[src/rtl/pipe_hazard_ctrl_pkg.sv]
// Shared definitions for the pipeline hazard controller: FSM encodings,
// the hard-wired zero register index and the default watchdog limit.
package pipe_hazard_ctrl_pkg;

  typedef enum logic [1:0] {
    ST_RUN      = 2'd0,
    ST_MEM_WAIT = 2'd1,
    ST_ERROR    = 2'd2
  } hazState_t;

  localparam logic [4:0] REG_ZERO = 5'd0;
  localparam int DEFAULT_MEM_TIMEOUT = 64;
  localparam int TIMER_W = 16;

endpackage

[src/rtl/hazard_sat_counter.sv]
// Event counter that sticks at all-ones instead of wrapping.
module hazard_sat_counter #(
  parameter int CNT_W = 16
) (
  input  logic             clk,
  input  logic             rst,
  input  logic             inc,
  output logic [CNT_W-1:0] count
);

  // NOTE: reset is sampled on the clock edge (synchronous, active-low), and all
  // clocked state is assigned with <= so every register sees pre-edge values.
  always_ff @(posedge clk) begin
    if (!rst) begin
      count <= '0;
    end else if (inc && (count != '1)) begin
      count <= count + 1'b1;
    end
  end

endmodule

[src/rtl/pipe_hazard_ctrl.sv]
// Central stall/flush controller for the 5-stage pipeline: load-use, taken
// branch and data-memory wait hazards, plus a memory watchdog and statistics.
module pipe_hazard_ctrl
  import pipe_hazard_ctrl_pkg::*;
#(
  parameter int MEM_TIMEOUT = DEFAULT_MEM_TIMEOUT,
  parameter int CNT_W       = 16
) (
  input  logic             clk,
  input  logic             rst,
  input  logic [4:0]       id_rs1,
  input  logic [4:0]       id_rs2,
  input  logic             id_use_rs1,
  input  logic             id_use_rs2,
  input  logic             exe_mem_read,
  input  logic [4:0]       exe_rd,
  input  logic             exe_branch_taken,
  input  logic             mem_req,
  input  logic             mem_ack,
  output logic             pc_en,
  output logic             if_id_en,
  output logic             id_exe_en,
  output logic             exe_mem_en,
  output logic             mem_wb_en,
  output logic             if_id_flush,
  output logic             id_exe_flush,
  output logic             mem_wb_flush,
  output logic             mem_err,
  output logic [CNT_W-1:0] stall_cnt,
  output logic [CNT_W-1:0] wait_cnt,
  output logic [CNT_W-1:0] flush_cnt
);

  hazState_t          state, nextState;
  logic [TIMER_W-1:0] waitTimer, nextTimer;

  logic memWait, loadUse, active;
  logic selWait, selBranch, selLoadUse, selNormal;

  // Hazard detection and priority select; active folds in reset and ERROR.
  always_comb begin
    memWait    = mem_req & ~mem_ack;
    loadUse    = exe_mem_read & (exe_rd != REG_ZERO) &
                 ((id_use_rs1 & (id_rs1 == exe_rd)) |
                  (id_use_rs2 & (id_rs2 == exe_rd)));
    active     = rst & (state != ST_ERROR);
    selWait    = active & memWait;
    // A branch held behind a memory wait is deferred, not dropped.
    selBranch  = active & ~memWait & exe_branch_taken;
    selLoadUse = active & ~memWait & ~exe_branch_taken & loadUse;
    selNormal  = active & ~memWait & ~exe_branch_taken & ~loadUse;
  end

  assign pc_en        = selNormal | selBranch;
  assign if_id_en     = selNormal | selBranch;
  assign id_exe_en    = active & ~memWait;
  assign exe_mem_en   = active & ~memWait;
  assign mem_wb_en    = active;
  assign if_id_flush  = selBranch;
  assign id_exe_flush = selBranch | selLoadUse;
  assign mem_wb_flush = selWait;
  assign mem_err      = (state == ST_ERROR);

  // NOTE: every always_comb output gets a default first so no path can infer a latch.
  always_comb begin
    nextState = state;
    nextTimer = waitTimer;
    case (state)
      ST_RUN: begin
        if (memWait) begin
          nextState = ST_MEM_WAIT;
          nextTimer = TIMER_W'(1);
        end
      end
      ST_MEM_WAIT: begin
        if (!memWait) begin
          nextState = ST_RUN;
          nextTimer = '0;
        end else if (waitTimer == TIMER_W'(MEM_TIMEOUT - 1)) begin
          nextState = ST_ERROR;
          nextTimer = '0;
        end else begin
          nextTimer = waitTimer + 1'b1;
        end
      end
      ST_ERROR: begin
        nextState = ST_ERROR;
      end
      default: begin
        nextState = ST_RUN;
        nextTimer = '0;
      end
    endcase
  end

  always_ff @(posedge clk) begin
    if (!rst) begin
      state     <= ST_RUN;
      waitTimer <= '0;
    end else begin
      state     <= nextState;
      waitTimer <= nextTimer;
    end
  end

  hazard_sat_counter #(.CNT_W(CNT_W)) u_stall_cnt (
    .clk(clk), .rst(rst), .inc(selLoadUse), .count(stall_cnt)
  );

  hazard_sat_counter #(.CNT_W(CNT_W)) u_wait_cnt (
    .clk(clk), .rst(rst), .inc(selWait), .count(wait_cnt)
  );

  hazard_sat_counter #(.CNT_W(CNT_W)) u_flush_cnt (
    .clk(clk), .rst(rst), .inc(selBranch), .count(flush_cnt)
  );

endmodule

[config.mk]
export PLATFORM = sky130hd
export DESIGN_NAME = pipe_hazard_ctrl
export DESIGN_NICKNAME = d
export VERILOG_FILES = /design/src/rtl/pipe_hazard_ctrl_pkg.sv /design/src/rtl/hazard_sat_counter.sv /design/src/rtl/pipe_hazard_ctrl.sv
export SDC_FILE = /design/constraint.sdc
export NUM_CORES = 1
export LEC_CHECK = 0
export CORE_ASPECT_RATIO = 1.25
export CORE_MARGIN = 4
export CORE_UTILIZATION = 55
export CTS_CLUSTER_SIZE = 14
export DETAILED_ROUTE_END_ITERATION = 10
export GPL_TIMING_DRIVEN = 0
export HOLD_SLACK_MARGIN = 0.08
export PLACE_DENSITY = 0.85
export SLEW_MARGIN = 40
export SYNTH_ARGS = -nofsm -noshare
export SYNTH_HDL_FRONTEND = slang
export SYNTH_HIERARCHICAL = 1
export SYNTH_SLANG_ARGS = --single-unit
[constraint.sdc]
create_clock -name clk -period 8.5 [get_ports clk]
set_input_delay 1.7 -clock clk [delete_from_list [all_inputs] [get_ports clk]]
set_output_delay 1.7 -clock clk [all_outputs]
set_load 0.05 [all_outputs]
==> results by group <==
Outcome
  – Outcome: finished clean

Floorplan
  – Starting density of the core: 0.5661
  – Core ar.: 0.006606 mm^2
  – Die W: 81.76 um
  – Row count: 33
  – Ports: 80
  – Die Ht: 100.2 um
  – DIE AREA: 0.008191 mm^2

Yosys
  – Commonest cells in the netlist: 66 x dfxtp_1, 43 x nand2_1, 30 x a21oi_1, 25 x nand3_1, 23 x inv_1
  – Post-synth EDFFs: 0
  – Sequential area share after synthesis: 0.3533
  – Mapped cell area: 0.003740 mm^2
  – Cell count after synthesis: 446
  – Count leader, synth: dfxtp_1
  – Yosys top cell area share: 0.3533
  – Synth cell types: 51
  – Synthesized Nets: 473
  – Mapped Avg Cell Area: 8.385 um^2
  – Synth Register Bits: 66
  – Largest cells by area after synthesis: dfxtp_1 35%, nand2_1 4.3%, a21oi_1 4.0%
  – Yosys warning count: 6
  – Main synth FF type: dfxtp_1
  – Synth area leader: dfxtp_1
  – Post-synth ARST share: 0

Setup path
  – Max FO, Critical Path: 3
  – R2R Setup Slk: 5850 ps
  – CP Data Required Time: 6800 ps
  – Crit end category: primary output
  – Crit path kind: in2out
  – Worst Path Arrival: 4340 ps
  – Startpoint types: input pin

Layout
  – Syn-to-layout area delta: 29.91%
  – Non-Filler Instances: 628
  – Share of post-route cells with drive strength above 1: 0.08318
  – Post-layout net count: 563
  – Ant diodes: 0

Route
  – DRT antenna net count: 0
  – Vias per cell: 6.272
  – Initial DRC count: 197
  – Detailed-route via count: 3939
  – WL final: 10200 um
  – TritonRoute pass-1 iters: 5
  – Routed length per instance: 16.24 um
  – Drt drc: 0

Job
  – MaxCap Viol Count: 0

Pwr
  – Leakage: 1.569 nW
  – IR drop worst, VDD: 0.00007545 V
  – Pwr per Cell Area: 136.2 mW/mm^2
  – Power Total: 661.8 uW

Timing
  – Worst-Margin Slew: 744.6 ps
  – Relative slew slack: 0.4998
  – Hold WS: 512.1 ps
  – Setup violators final: 0
  – RSZ-0062 raised after global routing: false
  – Endpoints failing hold: 0
  – Sum Neg Setup Slack: 0 ps
  – Final period utilization: 0.7111
  – Clk_skew: 15.65 ps
  – Fin. max-slew vios: 0
  – Tmin final: 6044 ps
  – Fmax: 0.1654 GHz

Clock network
  – Post-CTS Setup Repair Bufs: 0
  – Worst skew pair latency: 350 ps
  – CTS Hold Buffers Added: 0
  – Clock H-tree levels: 3
  – CTS buffer count: 9
  – Clock transition at path regs: 70 ps
  – CTS tree: yes
  – Clk Tree Root Cell: clkbuf_8
  – Gates resized, CTS repair: 0
  – Clk buf depth: 2
  – Clk sinks: 66

Placement
  – Dpl hpwl: 7092 um
  – DP Cell Count: 612
  – Placer Congestion: 0.9254
  – Port buffer count: 79

Global routing
  – Initial antenna violation count: 0
  – Vias in the first global route: 3676
  – Largest net degree at the start of global routing: 24
  – First-pass GRT wire length: 16490 um
  – GR Overflow Total: 0
  – GRT Util Overall: 0.2511

Min path
  – HP Class: reg2reg
## per-layer routing
metal,share of wire,track usage
met1,0.43,0.3121
met2,0.48,0.4144
met3,0.077,0.05745
met4,0.013,0.1010
met5,0,0
## cell families (layout without fill, tap and decap cells)
| group | after synthesis | in the layout | synth area share |
|---|---|---|---|
| AND/OR/NAND/NOR | 212 | 212 | 0.3516 |
| AO/OA/AOI/OAI | 98 | 98 | 0.1659 |
| flip-flops | 66 | 66 | 0.3533 |
| buffers and inverters | 38 | 133 | 0.04650 |
| XOR/XNOR | 17 | 17 | 0.03981 |
| multiplexers | 11 | 11 | 0.02944 |
| adder cells (fa/ha/maj) | 4 | 4 | 0.01338 |
## state kept, by name, indices dropped and copies added (netlist names)
| register | flops |
|---|---|
| u_flush_cnt/count | 16 |
| u_stall_cnt/count | 16 |
| u_wait_cnt/count | 16 |
| waitTimer | 16 |
| state | 2 |
## final timing paths
| check | from | endpoint | depth (start not counted) |
|---|---|---|---|
| worst max-delay path | exe_rd[3] | pc_en | 7 |
| worst min-delay path | u_flush_cnt/count[9] | u_flush_cnt/count[9] | 2 |
| worst max register to register | state[1] | u_stall_cnt/count[13] | 7 |
| worst min register to register | u_flush_cnt/count[9] | u_flush_cnt/count[9] | 2 |
## power breakdown
group	internal [mW]	switching, mW	total [mW]	leakage [nW]
sequential	0.310	0.00215	0.313	0.532
clock	0.164	0.130	0.294	0.105
combinational	0.0224	0.0324	0.0548	0.932
total	0.497	0.164	0.662	1.57
## metrics by stage
step	util	setup slack, ps	instance area [um^2]
2_1_floorplan	-	2873	3740
3_3_place_gp	0.7023	2166	4639
3_5_place_dp	0.7032	2117	4646
4_1_cts	0.7362	2095	4863
5_1_grt	0.7354	2362	4858
6_report	0.7354	2456	4858
## critical path: stages
cell             delay (ps)
clkdlybuf4s50_1         470
xor2_1                  190
nor4_1                  560
a32oi_1                 270
o31a_1                  340
buf_4                   130
clkdlybuf4s50_1         680
## cells in the final DEF, fill, tap and decap left out, types with 5 or more instances in the layout
cell type         n
nand4_1          17
xnor2_1           5
inv_1            23
a31oi_1          12
or3_1             7
nand2b_1         11
nand2_1          43
clkdlybuf4s50_1  78
buf_2             5
clkbuf_8          9
nand3_1          25
nand3b_1          5
and4_1           10
o21ai_0          18
a21oi_1          30
nor4_1           12
or4_1            20
buf_4             7
xor2_1           12
dfxtp_1          66
mux2i_1          11
nor2_1           21
o31ai_1          16
nor3_1           10
## layout make-up
class                      instances  area, um^2
buffer                            15       87.58
tap                               87       108.9
clock buffer                       9       123.9
timing repair buffer              79       785.8
multi-input combinational        342        2251
clock inverter                     7       93.84
sequential                        66        1321
fill                             515        1748
inverter                          23       86.33
No activity file was read; power rests on OpenSTA's default activity.
